### config.mk
export PLATFORM = sky130hd
export DESIGN_NAME = vga_sprite_compositor_flat
export DESIGN_NICKNAME = d
export VERILOG_FILES = /design/src/rtl/vga_pkg.sv /design/src/rtl/vga_sprite_compositor_if.sv /design/src/rtl/vga_timing_gen.sv /design/src/rtl/vga_sprite_compositor.sv /design/src/flat_wrapper.sv
export SDC_FILE = /design/constraint.sdc
export NUM_CORES = 1
export LEC_CHECK = 0
export ABC_CLOCK_PERIOD_IN_PS = 4700
export CORE_MARGIN = 8
export CORE_UTILIZATION = 59
export DETAILED_ROUTE_END_ITERATION = 10
export DONT_BUFFER_PORTS = 1
export HOLD_SLACK_MARGIN = 0.06
export PLACE_DENSITY = 0.74
export SYNTH_ARGS = -nofsm -noshare
export SYNTH_HDL_FRONTEND = slang
export SYNTH_SLANG_ARGS = --single-unit
### constraint.sdc
create_clock -name clk -period 4.7 [get_ports clk]
set_clock_uncertainty 0.05 [all_clocks]
set_input_delay 0.47 -clock clk [delete_from_list [all_inputs] [get_ports clk]]
set_output_delay 0.47 -clock clk [all_outputs]
set_load 0.1 [all_outputs]
### src/rtl/vga_pkg.sv
// rtl/vga_pkg.sv - 640x480@60 timing constants, sprite field widths and slice helpers
package vga_pkg;

  localparam int VGA_H_TOTAL     = 800;
  localparam int VGA_H_SYNC      = 96;
  localparam int VGA_H_ACT_START = 144;
  localparam int VGA_H_ACT_END   = 784;
  localparam int VGA_V_TOTAL     = 521;
  localparam int VGA_V_SYNC      = 2;
  localparam int VGA_V_ACT_START = 31;
  localparam int VGA_V_ACT_END   = 511;

  localparam int COORD_W = 10;
  localparam int FOFF_W  = 9;
  localparam int POS_W   = 2 * COORD_W;
  localparam int OFF_W   = 2 * FOFF_W;
  localparam int RGB_W   = 8;
  localparam int ADDR_W  = 16;

  localparam logic [RGB_W-1:0] KEY_DEFAULT = 8'hFF;

  // spr_pos packs {x, y}; spr_off packs {hoff, voff}
  function automatic logic [COORD_W-1:0] pos_x(input logic [POS_W-1:0] pos);
    return pos[POS_W-1 -: COORD_W];
  endfunction

  function automatic logic [COORD_W-1:0] pos_y(input logic [POS_W-1:0] pos);
    return pos[COORD_W-1:0];
  endfunction

  function automatic logic [FOFF_W-1:0] off_h(input logic [OFF_W-1:0] off);
    return off[OFF_W-1 -: FOFF_W];
  endfunction

  function automatic logic [FOFF_W-1:0] off_v(input logic [OFF_W-1:0] off);
    return off[FOFF_W-1:0];
  endfunction

endpackage

### src/rtl/vga_sprite_compositor_if.sv
// rtl/vga_sprite_compositor_if.sv - sprite ROM, position and VGA pin bundle of the compositor
interface vga_sprite_compositor_if
  import vga_pkg::*;
#(
  parameter int N_SPR = 2
);

  logic [N_SPR*POS_W-1:0]  spr_pos;
  logic [N_SPR*OFF_W-1:0]  spr_off;
  logic [N_SPR*ADDR_W-1:0] spr_addr;
  logic [N_SPR*RGB_W-1:0]  spr_data;
  logic [RGB_W-1:0]        bg_rgb;
  logic [COORD_W-1:0]      hcount;
  logic [COORD_W-1:0]      vcount;
  logic                    pix_en;
  logic [2:0]              r;
  logic [2:0]              g;
  logic [1:0]              b;
  logic                    hs;
  logic                    vs;
  logic [N_SPR-1:0]        coll_frame;

  modport master (
    input  spr_pos, spr_off, spr_data, bg_rgb,
    output spr_addr, hcount, vcount, pix_en, r, g, b, hs, vs, coll_frame
  );

  modport slave (
    output spr_pos, spr_off, spr_data, bg_rgb,
    input  spr_addr, hcount, vcount, pix_en, r, g, b, hs, vs, coll_frame
  );

endinterface

### src/rtl/vga_timing_gen.sv
// rtl/vga_timing_gen.sv - pixel divider, h/v counters, raw syncs, active window and frame-start tick
module vga_timing_gen
  import vga_pkg::*;
#(
  parameter int CLK_DIV     = 4,
  parameter int H_TOTAL     = VGA_H_TOTAL,
  parameter int H_SYNC      = VGA_H_SYNC,
  parameter int H_ACT_START = VGA_H_ACT_START,
  parameter int H_ACT_END   = VGA_H_ACT_END,
  parameter int V_TOTAL     = VGA_V_TOTAL,
  parameter int V_SYNC      = VGA_V_SYNC,
  parameter int V_ACT_START = VGA_V_ACT_START,
  parameter int V_ACT_END   = VGA_V_ACT_END
) (
  input  logic               clk,
  input  logic               rst,
  output logic               pix_en,
  output logic [COORD_W-1:0] hcount,
  output logic [COORD_W-1:0] vcount,
  output logic               hs_raw,
  output logic               vs_raw,
  output logic               active,
  output logic               frame_start
);

  localparam int DIV_W = $clog2(CLK_DIV);

  localparam logic [COORD_W-1:0] H_LAST = COORD_W'(H_TOTAL - 1);
  localparam logic [COORD_W-1:0] V_LAST = COORD_W'(V_TOTAL - 1);
  localparam logic [COORD_W-1:0] H_SYNC_C = COORD_W'(H_SYNC);
  localparam logic [COORD_W-1:0] V_SYNC_C = COORD_W'(V_SYNC);
  localparam logic [COORD_W-1:0] H_AS = COORD_W'(H_ACT_START);
  localparam logic [COORD_W-1:0] H_AE = COORD_W'(H_ACT_END);
  localparam logic [COORD_W-1:0] V_AS = COORD_W'(V_ACT_START);
  localparam logic [COORD_W-1:0] V_AE = COORD_W'(V_ACT_END);

  logic [DIV_W-1:0] div;

  // CLK_DIV is a power of two, so the divider wraps on its own
  assign pix_en      = (div == DIV_W'(CLK_DIV - 1));
  assign frame_start = pix_en && (hcount == '0) && (vcount == '0);

  always_ff @(posedge clk) begin
    if (rst) begin
      div    <= '0;
      hcount <= '0;
      vcount <= '0;
    end else begin
      div <= div + 1'b1;
      if (pix_en) begin
        if (hcount == H_LAST) begin
          hcount <= '0;
          vcount <= (vcount == V_LAST) ? '0 : vcount + 1'b1;
        end else begin
          hcount <= hcount + 1'b1;
        end
      end
    end
  end

  assign hs_raw = (hcount >= H_SYNC_C);
  assign vs_raw = (vcount >= V_SYNC_C);
  assign active = (hcount >= H_AS) && (hcount < H_AE) &&
                  (vcount >= V_AS) && (vcount < V_AE);

endmodule

### src/rtl/vga_sprite_compositor.sv
// rtl/vga_sprite_compositor.sv - VGA timing plus N-sprite colour-key compositor; VGA_SPR_COLLIDE_EN builds collision capture
module vga_sprite_compositor
  import vga_pkg::*;
#(
  parameter int N_SPR       = 2,
  parameter int SPR_W       = 16,
  parameter int SPR_H       = 16,
  parameter int SHEET_W     = 48,
  parameter int CLK_DIV     = 4,
  parameter int H_TOTAL     = VGA_H_TOTAL,
  parameter int H_SYNC      = VGA_H_SYNC,
  parameter int H_ACT_START = VGA_H_ACT_START,
  parameter int H_ACT_END   = VGA_H_ACT_END,
  parameter int V_TOTAL     = VGA_V_TOTAL,
  parameter int V_SYNC      = VGA_V_SYNC,
  parameter int V_ACT_START = VGA_V_ACT_START,
  parameter int V_ACT_END   = VGA_V_ACT_END,
  parameter logic [RGB_W-1:0] KEY = KEY_DEFAULT
) (
  input logic                     clk,
  input logic                     rst,
  vga_sprite_compositor_if.master bus
);

  localparam logic [COORD_W-1:0] SPR_W_C   = COORD_W'(SPR_W);
  localparam logic [COORD_W-1:0] SPR_H_C   = COORD_W'(SPR_H);
  localparam logic [ADDR_W-1:0]  SHEET_W_C = ADDR_W'(SHEET_W);

  logic               pix_en;
  logic [COORD_W-1:0] hcount;
  logic [COORD_W-1:0] vcount;
  logic               hs_raw;
  logic               vs_raw;
  logic               active;
  logic               frame_start;

  vga_timing_gen #(
    .CLK_DIV    (CLK_DIV),
    .H_TOTAL    (H_TOTAL),
    .H_SYNC     (H_SYNC),
    .H_ACT_START(H_ACT_START),
    .H_ACT_END  (H_ACT_END),
    .V_TOTAL    (V_TOTAL),
    .V_SYNC     (V_SYNC),
    .V_ACT_START(V_ACT_START),
    .V_ACT_END  (V_ACT_END)
  ) u_timing (
    .clk        (clk),
    .rst        (rst),
    .pix_en     (pix_en),
    .hcount     (hcount),
    .vcount     (vcount),
    .hs_raw     (hs_raw),
    .vs_raw     (vs_raw),
    .active     (active),
    .frame_start(frame_start)
  );

  logic [N_SPR-1:0][POS_W-1:0]  sh_pos;
  logic [N_SPR-1:0][OFF_W-1:0]  sh_off;
  logic [N_SPR-1:0]             hit_c;
  logic [N_SPR-1:0][ADDR_W-1:0] addr_c;
  logic [N_SPR-1:0]             hit_a;
  logic [N_SPR-1:0][ADDR_W-1:0] addr_q;
  logic                         active_a;
  logic                         hs_a;
  logic                         vs_a;
  logic [N_SPR-1:0][RGB_W-1:0]  spr_dat;
  logic [N_SPR-1:0]             opaque;
  logic [RGB_W-1:0]             pix_sel;
  logic [RGB_W-1:0]             rgb_q;
  logic                         hs_q;
  logic                         vs_q;

  assign spr_dat = bus.spr_data;

  // The extra top bit of each difference is the borrow: a counter left of or
  // above the sprite origin is a negative offset and must never hit.
  for (genvar i = 0; i < N_SPR; i++) begin : g_spr
    logic [COORD_W:0]  hdiff;
    logic [COORD_W:0]  vdiff;
    logic [ADDR_W-1:0] row;
    logic [ADDR_W-1:0] col;

    assign hdiff = {1'b0, hcount} - {1'b0, pos_x(sh_pos[i])};
    assign vdiff = {1'b0, vcount} - {1'b0, pos_y(sh_pos[i])};

    assign hit_c[i] = !hdiff[COORD_W] && !vdiff[COORD_W] &&
                      (hdiff[COORD_W-1:0] < SPR_W_C) &&
                      (vdiff[COORD_W-1:0] < SPR_H_C);

    assign row       = ADDR_W'(vdiff[COORD_W-1:0]) + ADDR_W'(off_v(sh_off[i]));
    assign col       = ADDR_W'(hdiff[COORD_W-1:0]) + ADDR_W'(off_h(sh_off[i]));
    assign addr_c[i] = row * SHEET_W_C + col;

    assign opaque[i] = hit_a[i] && (spr_dat[i] != KEY);
  end

  // Fixed priority: scanning downwards leaves the lowest-index opaque sprite
  always_comb begin
    pix_sel = bus.bg_rgb;
    for (int i = N_SPR - 1; i >= 0; i--) begin
      if (opaque[i]) pix_sel = spr_dat[i];
    end
  end

  always_ff @(posedge clk) begin
    if (rst) begin
      sh_pos   <= '0;
      sh_off   <= '0;
      hit_a    <= '0;
      addr_q   <= '0;
      active_a <= 1'b0;
      hs_a     <= 1'b0;
      vs_a     <= 1'b0;
      rgb_q    <= '0;
      hs_q     <= 1'b0;
      vs_q     <= 1'b0;
    end else if (pix_en) begin
      if (frame_start) begin
        sh_pos <= bus.spr_pos;
        sh_off <= bus.spr_off;
      end
      hit_a    <= hit_c;
      addr_q   <= addr_c;
      active_a <= active;
      hs_a     <= hs_raw;
      vs_a     <= vs_raw;
      rgb_q    <= active_a ? pix_sel : '0;
      hs_q     <= hs_a;
      vs_q     <= vs_a;
    end
  end

`ifdef VGA_SPR_COLLIDE_EN
  logic [N_SPR-1:0] coll_acc;
  logic [N_SPR-1:0] coll_q;
  logic [N_SPR-1:0] coll_set;

  // Two or more bits set <=> clearing the lowest set bit leaves something
  assign coll_set = ((opaque & (opaque - N_SPR'(1))) != '0) ? opaque : '0;

  always_ff @(posedge clk) begin
    if (rst) begin
      coll_acc <= '0;
      coll_q   <= '0;
    end else if (pix_en) begin
      if (frame_start) begin
        coll_q   <= coll_acc;
        coll_acc <= coll_set;
      end else begin
        coll_acc <= coll_acc | coll_set;
      end
    end
  end

  assign bus.coll_frame = coll_q;
`else
  assign bus.coll_frame = '0;
`endif

  assign bus.pix_en   = pix_en;
  assign bus.hcount   = hcount;
  assign bus.vcount   = vcount;
  assign bus.spr_addr = addr_q;
  assign bus.r        = rgb_q[7:5];
  assign bus.g        = rgb_q[4:2];
  assign bus.b        = rgb_q[1:0];
  assign bus.hs       = hs_q;
  assign bus.vs       = vs_q;

endmodule

### src/flat_wrapper.sv
// flat-port wrapper written by rule: the top's interface ports become plain ports
module vga_sprite_compositor_flat import vga_pkg::*;
#(
  parameter int N_SPR       = 2,
  parameter int SPR_W       = 16,
  parameter int SPR_H       = 16,
  parameter int SHEET_W     = 48,
  parameter int CLK_DIV     = 4,
  parameter int H_TOTAL     = VGA_H_TOTAL,
  parameter int H_SYNC      = VGA_H_SYNC,
  parameter int H_ACT_START = VGA_H_ACT_START,
  parameter int H_ACT_END   = VGA_H_ACT_END,
  parameter int V_TOTAL     = VGA_V_TOTAL,
  parameter int V_SYNC      = VGA_V_SYNC,
  parameter int V_ACT_START = VGA_V_ACT_START,
  parameter int V_ACT_END   = VGA_V_ACT_END,
  parameter logic [RGB_W-1:0] KEY = KEY_DEFAULT
)
  (clk, rst, bus_spr_pos, bus_spr_off, bus_spr_data, bus_bg_rgb, bus_spr_addr, bus_hcount, bus_vcount, bus_pix_en, bus_r, bus_g, bus_b, bus_hs, bus_vs, bus_coll_frame);
  vga_sprite_compositor_if #(.N_SPR(N_SPR)) bus_i ();
  input logic clk;
  input logic rst;
  input wire logic [$bits(bus_i.spr_pos)-1:0] bus_spr_pos;
  input wire logic [$bits(bus_i.spr_off)-1:0] bus_spr_off;
  input wire logic [$bits(bus_i.spr_data)-1:0] bus_spr_data;
  input wire logic [$bits(bus_i.bg_rgb)-1:0] bus_bg_rgb;
  output wire logic [$bits(bus_i.spr_addr)-1:0] bus_spr_addr;
  output wire logic [$bits(bus_i.hcount)-1:0] bus_hcount;
  output wire logic [$bits(bus_i.vcount)-1:0] bus_vcount;
  output wire logic [$bits(bus_i.pix_en)-1:0] bus_pix_en;
  output wire logic [$bits(bus_i.r)-1:0] bus_r;
  output wire logic [$bits(bus_i.g)-1:0] bus_g;
  output wire logic [$bits(bus_i.b)-1:0] bus_b;
  output wire logic [$bits(bus_i.hs)-1:0] bus_hs;
  output wire logic [$bits(bus_i.vs)-1:0] bus_vs;
  output wire logic [$bits(bus_i.coll_frame)-1:0] bus_coll_frame;
  assign bus_i.spr_pos = bus_spr_pos;
  assign bus_i.spr_off = bus_spr_off;
  assign bus_i.spr_data = bus_spr_data;
  assign bus_i.bg_rgb = bus_bg_rgb;
  assign bus_spr_addr = bus_i.spr_addr;
  assign bus_hcount = bus_i.hcount;
  assign bus_vcount = bus_i.vcount;
  assign bus_pix_en = bus_i.pix_en;
  assign bus_r = bus_i.r;
  assign bus_g = bus_i.g;
  assign bus_b = bus_i.b;
  assign bus_hs = bus_i.hs;
  assign bus_vs = bus_i.vs;
  assign bus_coll_frame = bus_i.coll_frame;
  vga_sprite_compositor #(.N_SPR(N_SPR), .SPR_W(SPR_W), .SPR_H(SPR_H), .SHEET_W(SHEET_W), .CLK_DIV(CLK_DIV), .H_TOTAL(H_TOTAL), .H_SYNC(H_SYNC), .H_ACT_START(H_ACT_START), .H_ACT_END(H_ACT_END), .V_TOTAL(V_TOTAL), .V_SYNC(V_SYNC), .V_ACT_START(V_ACT_START), .V_ACT_END(V_ACT_END), .KEY(KEY)) u_core (.clk(clk), .rst(rst), .bus(bus_i));
endmodule
Word-level counts from Yosys, hierarchy flattened

Index checks and enable logic that the tools add are counted.

Output and inout port bits: 65
RAM bits: 0
Register bits after elaboration: 145
Bits of input ports: 102
Memories: 0
Latch bits: 0
ROM bits: 0
Logic and storage cells: 72

Bitwise logic cells: 0
$add $sub $neg: 13
Equal/unequal tests: 5
Multiply operators: 2
Div/mod/pow operators: 0
Muxes and demuxes: 5
Reduce and logical (&&, ||, !) cells: 21
Magnitude comparators: 10
Shift-type cells: 0

Operator list:

| kind                  | number |
|---|---|
| $add 10x9->11         | 4 |
| $sub 10x10->11        | 4 |
| $lt 10x5->1 const B   | 4 |
| $add 16x16->16        | 2 |
| $mul 16x2->12 const B | 2 |
| $mux 8                | 3 |
| $add 10x1->10 const B | 2 |
| $eq 10x10->1 const B  | 2 |
| $logic_not 10->1      | 2 |
| $mux 10               | 2 |
| $ne 8x8->1 const B    | 2 |
| $logic_and 1x1->1     | 13 |
| $ge 10x2->1 const B   | 1 |
| $ge 10x5->1 const B   | 1 |
| $ge 10x7->1 const B   | 1 |
| $ge 10x8->1 const B   | 1 |
| $lt 10x10->1 const B  | 1 |
| $lt 10x9->1 const B   | 1 |
| $logic_not 1->1       | 4 |
| $reduce_and 2->1      | 2 |
| $add 2x1->2 const B   | 1 |
| $eq 2x2->1 const B    | 1 |

Logic depth before layout (Yosys ltp)

Gate-level depths: netlist of run 1.

Depth in word-level cells: 5
Mapped depth: 23
Depth with buffers taken out: 23

By module

A second synthesis of run 1 with hierarchy kept.

Cell total of the unflattened synthesis: 1292
Area, all modules: 10392.5 µm²

By module, submodules not included:

| module                | area an instance (µm²) | cells each | instances | seq. area each (µm²) |
|---|---|---|---|---|
| vga_sprite_compositor | 9152.5                 | 1147       | 1         | 2462.4 |
| vga_timing_gen        | 1239.9                 | 145        | 1         | 440.4 |

Worst setup path before layout of run 1

OpenSTA, ideal clock, no wires.

Path kind: register to register
Start point: register u_core.u_timing.vcount[0]
End point: register u_core.addr_q (netlist bit u_core.bus.spr_addr[31])
Required time: 4.570 ns
Buffers on the path: 0
Setup time: 0.080 ns
Cell stages (with the launch flop): 23
Arrival: 5.274 ns
Clock period less this slack: 5.403 ns
Setup slack: -0.703 ns
Path through: dfxtp_1 -> inv_1 -> ha_1 -> fa_1 -> nor2b_1 -> o21ai_0 -> a21boi_1 -> o21ai_0 -> a21boi_0 -> nor2_1 -> ha_1 -> o21a_1 -> o31a_1 -> o21ai_1 -> a21boi_0 -> a21oi_1 -> ha_1 -> nor2_1 -> or3_4 -> xor2_2 -> nor3_4 -> xnor3_1 -> a211oi_2

Longest elaborated chain between the ends: 4

Ends and longest elaborated chain:

| what                     | line                         | RTL |
|---|---|---|
| start: declaration       | vga_timing_gen.sv:19         | `output logic [COORD_W-1:0] vcount,` |
| start signal: assignment | vga_timing_gen.sv:53         | `vcount <= (vcount == V_LAST) ? '0 : vcount + 1'b1;` |
| $sub 10x10->11           | vga_sprite_compositor.sv:86  | `assign vdiff = {1'b0, vcount} - {1'b0, pos_y(sh_pos[i])};` |
| $add 10x9->11            | vga_sprite_compositor.sv:92  | `assign row = ADDR_W'(vdiff[COORD_W-1:0]) + ADDR_W'(off_v(sh_off[i]));` |
| $mul 16x2->12            | vga_sprite_compositor.sv:94  | `assign addr_c[i] = row * SHEET_W_C + col;` |
| $add 16x16->16           | vga_sprite_compositor.sv:94  |  |
| end signal: assignment   | vga_sprite_compositor.sv:125 | `addr_q <= addr_c;` |
| end: declaration         | vga_sprite_compositor.sv:64  | `logic [N_SPR-1:0][ADDR_W-1:0] addr_q;` |

No other way between the ends.
A chain may end at the register's enable or synchronous reset.

Worst setup path after layout of run 1

Start point: register u_core.u_timing.vcount[1]
End point: register u_core.addr_q (netlist bit u_core.bus.spr_addr[15])

The elaborated chain is that of the path after synthesis.

==> metrics.txt, run 1 <==
run status=finished, violations left; violated checks=negative setup slack; sw power=roughly 1.5 mW; post-route minimum period=4730 ps; ant diodes=0; nets=1548; layout cells sized above 1=16.2%; Slowest-stage cell, CP=fa_2; WP data required=5000 ps; critical path class=reg -> reg; xor-xnor portion of the synthesized cell area=9.00%; multi-input gate area in the final layout=7150 um2; Synth Area in Adders=16.9%; All-Layer GR Usage=24.5%; Syn Std Cell Area=about 10000 um2; CTS tree=yes; simple-gate portion of the synthesized area=18.9%; Via Count=between 9000 and 10000; CTS root buffer=clkbuf_16; Synth top cells by count=205 x nand2_1, 157 x a21oi_1, 145 x dfxtp_1; effective utilization at floorplan=60.4%; Yosys top cell area share=29.0%; Synth Flop Type=dfxtp_1; Yosys Warn Count=0; Std-Cell Rows=47; asr flop ratio synth=0%; crit start category=flip-flop; Post-synth EDFFs=0; Placed Instance Area=between 10000 and 15000 um2; FMAX=0.211 GHz; IO buf count=0; WL per Instance=18.6 um; WP data arrival=5030 ps; most numerous cell in the Yosys netlist=nand2_1; Logic pwr share=33.8%; DR iter-0 viols=772; Worst Path Max Fanout=4; CP Capture Type=flip-flop; post-synth top area cell=dfxtp_1; Clock Latency Late Sink=440 ps; grt ovf=0; Pins Over Slew Limit=0; Placer Congestion=between 0.9 and 1; Synth Register Bits=145; CP peak stage delay=400 ps; post-route clock period utilization=101%; Compound-Gate Fraction of Synth Area=18.5%; Die H=146 um; maxcap violations=0; Peak VDD IR=~0.00027 V; top post-synthesis cells by area=dfxtp_1 29%, ha_1 14%, a21oi_1 7.8%, nand2_1 7.7%, xnor2_1 5.1%; Hold WC Path Type=in -> reg; IO Count=167; reg-to-reg startpoint=u_core.u_timing.vcount[1]; antenna-violating nets left=0; first-pass GRT wire length=42800 um; FF/Latch Area=2920 um2; sw frac=35.0%; via-per-instance ratio=5.84; fillcell total=1276; Worst Slack Setup Final=-28.5 ps; maximum clock insertion buffer count=2; Layout area overhead=18.4%; CTS H-tree depth=4; RSZ-0062 raised after global routing=yes; Sequential Power Share=33.3%; Clock Sinks=145; DRC=0; detailed placement HPWL=20600 um; Synth cell types=63; chip width=146 um; initial antenna violation count=0; hold path start=rst; Int Power=~2.7 mW; post-synthesis mux area share=under 10%; largest net degree at the start of global routing=95; Slew HR=between 20 and 30%; Worst Setup SP=u_core.u_timing.vcount[1]; Hold Vio Cnt, Final=0; CTS Buf Count=17; Cell Chain, Critical Path=clkinvlp_4 > buf_12 > fa_2 > nor2b_1 > o21ai_0 > a21o_1 > and4_1 > nor2_2 > ha_4 > a21oi_2 > o21ai_1 > xor2_1 > ha_2 > buf_4 > nor3_2 > nor3_2 > buf_4 > a21o_1 > a21oi_2 > xnor3_1 > a211oi_2; largest family of logic cells by synthesized area=simple AND/OR/NAND/NOR gates; setup violators final=1; Clk pwr share=32.8%; die area=21400 um2; Synth Instances=approximately 1300; fin area=11900 um2; 1st-pass router iterations=6; syn_area_per_cell=7.89 um2; P_leak=roughly 5 nW; Core Footprint=16600 um2; total wire length=28800 um; P per Cell Area=355 nW/um2; post-synthesis sequential area ratio=29.0%; Reg clk slew, reported paths=about 60 ps; Total Power=4.22 mW; worst-margin pin slew=1060 ps; vias in the first global route=8443
[layout by cell type, fill, tap and decap left out, types with 5 or more instances in the layout]
cell type	netlist	routed
buf_4	2	70
nor2b_1	15	14
o21a_1	10	10
nand3b_1	5	5
and2_1	7	7
o31ai_1	5	5
ha_4	0	12
dfxtp_1	145	137
dfxtp_2	0	5
o211ai_1	11	11
nand2_1	205	205
xor2_1	38	37
o21bai_1	11	10
nor4_1	12	11
o21ai_1	7	17
a21o_1	22	22
xnor2_1	58	49
clkbuf_16	0	17
nor2_1	102	98
a21oi_2	0	26
a31oi_1	7	6
and3_1	9	8
nor3_1	24	21
ha_2	0	6
nand3_1	16	12
ha_1	116	98
nand4_1	10	10
fa_1	12	10
a21oi_1	157	128
xnor2_2	0	9
a211oi_1	15	14
mux2i_1	22	22
or2_2	5	5
inv_1	94	91
o21ai_0	29	15
[kinds of logic after synthesis]
logic type / Yosys count
AOI/OAI and AO/OA: 306
xor gates and xnor gates: 99
adders and majority gates: 128
buffers and inverters: 141
DFF: 145
muxes: 23
other: 1
and+or+nand+nor: 428
[power by group through the flow]
stage / Clock [mW] / Sequential [mW] / Combinational (mW)
floorplan: 0 / 1.42 / 0.858
finish: 1.38 / 1.41 / 1.43
global route: 1.45 / 1.41 / 1.55
detailed placement: 0 / 1.43 / 1.11
CTS: 1.39 / 1.41 / 1.17
global placement: 0 / 1.43 / 1.09
[what timing repair did]
item	CTS	global route
endpoints found under the setup margin	4	11
hold endpoints to repair	24	0
cloned	0	0
buffers inserted	4	22
pin swaps	7	55
hold buffers	2	0
gates resized for setup	13	109
[layout make-up]
type,count,share of cell area (%)
Clock buffer,21,3.88
Clock inverter,11,1.06
Inverter,94,3.05
Multi-Input combinational cell,986,60.2
Sequential cell,145,24.6
Tap cell,220,2.32
Timing Repair Buffer,74,4.86
[critical path, delay by kind of cell (launching register included)]
| kind | cells | cell delay, ps |
|---|---|---|
| xor+xnor | 2 | 630 |
| compound gates | 7 | 1210 |
| buf+inv | 4 | 580 |
| simple gates | 5 | 820 |
| fa+ha+maj | 3 | 980 |
| flops | 1 | 390 |
[flip-flops by register name, summed over array words and instances (netlist names)]
name                    count
u_core.hit_a                2
u_core.u_timing.hcount     10
u_core.rgb_q                8
u_core.bus.hs               1
u_core.active_a             1
u_core.bus.vs               1
u_core.u_timing.vcount     10
u_core.hs_a                 1
u_core.bus.spr_addr        32
u_core.vs_a                 1
u_core.u_timing.div         2
u_core.sh_pos              40
u_core.sh_off              36
[through the flow]
step,setup TNS (ps),setup slack (ps),hold slack [ps],instances,util [%]
after floorplan,-1.45,-1.45,349,1272,-
after global placement,0,12.6,384,1491,63.3
after detailed placement,-390,-132,388,1491,63.3
after CTS,-64.1,-64.1,61.7,1529,67.4
after global routing,-823,-183,75.2,1551,71.6
final,-28.5,-28.5,82.6,1551,71.6
[routing by layer]
metal | part of all wire (%) | global-route usage, %
met1 | 43 | 31.5
met3 | 7.9 | 6.67
met5 | 0 | 0
met2 | 46 | 38.8
met4 | 2.8 | 8.19
[final timing paths]
check                                            endpoint  cells after the start  slack (ps)
worst max-delay path              u_core.bus.spr_addr[15]                     21         -30
worst max register to register    u_core.bus.spr_addr[15]                     21         -30
worst min-delay path            u_core.u_timing.hcount[4]                      1          80
worst min register to register          u_core.sh_pos[33]                      2         400
Power figures use the tool's default switching activity.
==> inputs of run 2 (changes only) <==
- ABC_AREA: default -> 1
- ABC_CLOCK_PERIOD_IN_PS: 4700 -> 4600
- CORE_UTILIZATION: 59 -> 60
- CTS_CLUSTER_DIAMETER: default -> 100
- PLACE_DENSITY: 0.74 -> 0.72
- clock period: 4.7 -> 4.6 ns (I/O delays scaled with it)
==> metrics.txt, run 2 <==
DRC=0 (unchanged); Fin Hold WS=133 ps (was 82.6 ps); Hold Vio Cnt, Final=0 (unchanged); Synth Flop Type=dfxtp_1 (unchanged); crit-path most repeated cell=nand2_1; detailed placement HPWL=24400 um (was 20600 um); Clock Latency Late Sink=430 ps (was 440 ps); worst-margin pin slew=1050 ps (was 1060 ps); run status=complete, no violations (was finished, violations left); Post-synth EDFFs=0 (unchanged); 1st-pass router iterations=5 (was 6); WP data arrival=4750 ps (was 5030 ps); most numerous cell in the Yosys netlist=nand2_1 (unchanged); vias in the first global route=10100 (was 8443); Worst Path Max Fanout=4 (unchanged); Slew HR=30.0% (was 29.5%); Hold WC Path Type=in -> reg (unchanged); ant diodes=0 (unchanged); CTS H-tree depth=4 (unchanged); total wire length=31600 um (was 28800 um); Yosys top cell area share=26.0% (was 29.0%); Synth Register Bits=145 (unchanged); setup_tns=0 ps (was -28.5 ps); worst r2r dst=u_core.bus.spr_addr[15] (unchanged); first-pass GRT wire length=50400 um (was 42800 um); Die H=153 um (was 146 um); IO buf count=0 (unchanged); CTS tree=yes (unchanged); layout cells sized above 1=11.3% (was 16.2%); Syn Std Cell Area=11200 um2 (was 10000 um2); FMAX=0.224 GHz (was 0.211 GHz); Synth cell types=46 (was 63); Synth Instances=1663 (was 1271); nets=1930 (was 1548); CP peak stage delay=420 ps (was 400 ps); Total Power=5.39 mW (was 4.22 mW); sw frac=42.8% (was 35.0%); most common cell after layout, fill and taps aside=nand2_1 (unchanged); Placer Congestion=0.943 (was 0.964); Pins Over Slew Limit=0 (unchanged); maximum clock insertion buffer count=2 (unchanged); chip width=153 um (was 146 um); post-synthesis sequential area ratio=26.0% (was 29.0%); via-per-instance ratio=5.49 (was 5.84); DR iter-0 viols=652 (was 772); Std-Cell Rows=50 (was 47); Reg clk slew, reported paths=70 ps (was 60 ps); largest net degree at the start of global routing=79 (was 95); Synth top cells by count=303 x nand2_1, 267 x inv_1, 171 x nor2_1 (was 205 x nand2_1, 157 x a21oi_1, 145 x dfxtp_1); Peak VDD IR=0.000261 V (was 0.000269 V); Logic pwr share=46.9% (was 33.8%); post-route clock period utilization=97.3% (was 101%); post-route minimum period=4470 ps (was 4730 ps); RSZ-0062 raised after global routing=yes (unchanged); P per Cell Area=426 nW/um2 (was 355 nW/um2); maxcap violations=0 (unchanged); antenna-violating nets left=0 (unchanged); Yosys Warn Count=0 (unchanged); IO Count=167 (unchanged); fillcell total=1708 (was 1276); crit start category=flip-flop (unchanged); WP data required=4870 ps (was 5000 ps); CTS Buf Count=17 (unchanged); Slowest-stage cell, CP=fa_2 (unchanged); asr flop ratio synth=0% (unchanged); All-Layer GR Usage=26.4% (was 24.5%); Core Footprint=18500 um2 (was 16600 um2); WL per Instance=16.2 um (was 18.6 um); CP Capture Type=flip-flop (unchanged); R2R setup slack=130 ps (was -30 ps); reg-to-reg startpoint=u_core.u_timing.vcount[0] (was u_core.u_timing.vcount[1]); Clk pwr share=25.6% (was 32.8%); most frequent cells in the layout=298 x nand2_1, 264 x inv_1, 168 x nor2_1 (was 205 x nand2_1, 137 x dfxtp_1, 128 x a21oi_1); initial antenna violation count=1 (was 0); Final Instance Count excl. Fillers=1947 (was 1551); Worst Setup EP=u_core.bus.spr_addr[15] (unchanged); CTS root buffer=clkbuf_16 (unchanged); P_leak=6.30 nW (was 4.90 nW); critical path class=reg -> reg (unchanged); Biggest register=u_core.sh_pos (unchanged); post-synth top area cell=dfxtp_1 (unchanged); Placed Cells=1897 (was 1491); worst r2r path cells=28 (was 21); Int Power=3.08 mW (was 2.74 mW); Sequential Power Share=27.5% (was 33.3%); grt ovf=0 (unchanged); sw power=2.31 mW (was 1.48 mW); max reg flops=40 (unchanged); Worst Setup SP=u_core.u_timing.vcount[0] (was u_core.u_timing.vcount[1]); Layout area overhead=13.2% (was 18.4%); syn_area_per_cell=6.72 um2 (was 7.89 um2); Clock Sinks=145 (unchanged); top post-synthesis cells by area=dfxtp_1 26%, ha_1 13%, nand2_1 10%, inv_1 9.0%, a21oi_1 7.6% (was dfxtp_1 29%, ha_1 14%, a21oi_1 7.8%, nand2_1 7.7%, xnor2_1 5.1%); die area=23300 um2 (was 21400 um2); effective utilization at floorplan=60.4% (about the same); setup violators final=0 (was 1); Via Count=10700 (was 9052)
run 2: power by group through the flow:
stage | clock (mW) | combinational (mW) | sequential [mW]
2_1_floorplan | 0 | 1.74 | 1.50
3_3_place_gp | 0 | 2.19 | 1.51
3_5_place_dp | 0 | 2.21 | 1.51
4_1_cts | 1.40 | 2.26 | 1.48
5_1_grt | 1.44 | 2.82 | 1.49
6_report | 1.38 | 2.53 | 1.48
run 2: area by class of cell:
cell class	instances	area [um2]	area share [%]
sequential	145	2920	23.0
tap	234	293	2.31
timing repair buffer	58	450	3.56
inverter	276	1040	8.18
multi-input combinational	1202	7400	58.4
clock buffer	19	443	3.50
clock inverter	13	126	0.998
run 2: layer usage:
| layer | wire length, um | share of wire (%) | vias up | track usage, % |
|---|---|---|---|---|
| li1 | - | - | 5482 | - |
| met1 | 14300 | 45 | 4842 | 34.3 |
| met2 | 14500 | 46 | 318 | 42.8 |
| met3 | 2220 | 7.0 | 39 | 6.21 |
| met4 | 549 | 1.7 | 2 | 7.82 |
| met5 | 13 | 0.041 | - | 0 |
run 2: logic make-up (layout without fill, tap and decap cells):
group	count (synthesis)	count (layout)	synth area share (%)
compound gates	367	367	17.5
simple gates	624	624	23.6
fa+ha+maj	128	128	15.1
flops	145	145	26.0
buf+inv	317	366	11.3
mux	8	8	0.806
xor+xnor	73	73	5.72
other cells	1	2	0.0335
run 2: worst min path at each step:
stage                                    endpoint              startpoint  slack, ps  depth (start not counted)
after global routing      u_core.bus.spr_addr[27]                     rst        130                          3
after floorplan            u_core.u_timing.div[0]  u_core.u_timing.div[0]        350                          1
after CTS                 u_core.bus.spr_addr[14]                     rst        120                          3
after detailed placement   u_core.u_timing.div[0]  u_core.u_timing.div[0]        360                          1
final                     u_core.bus.spr_addr[14]                     rst        130                          3
after global placement     u_core.u_timing.div[0]  u_core.u_timing.div[0]        360                          1
run 2: repair_timing:
item	CTS	global route
pin swaps	2	32
setup buffers	3	14
endpoints found under the setup margin	4	11
endpoints found under the hold margin	14	0
hold buffers	1	0
gates resized for setup	6	69
run 2: worst max-delay path, delay by kind of cell (launching register included):
family / cells / cell delay (ps)
adder cells (fa/ha/maj): 5 / 1490
AND/OR/NAND/NOR: 12 / 1150
AO/OA/AOI/OAI: 4 / 580
XOR/XNOR: 3 / 500
flip-flops: 1 / 350
buffers and inverters: 4 / 250
run 2: metrics by stage:
stage	instance area, um2	utilization (%)	setup WS [ps]
floorplan	11200	-	-14.0
finish	12700	68.4	126
detailed placement	11600	62.6	-150
global placement	11600	62.6	17.8
CTS	12200	66.0	3.09
global route	12700	68.4	-116
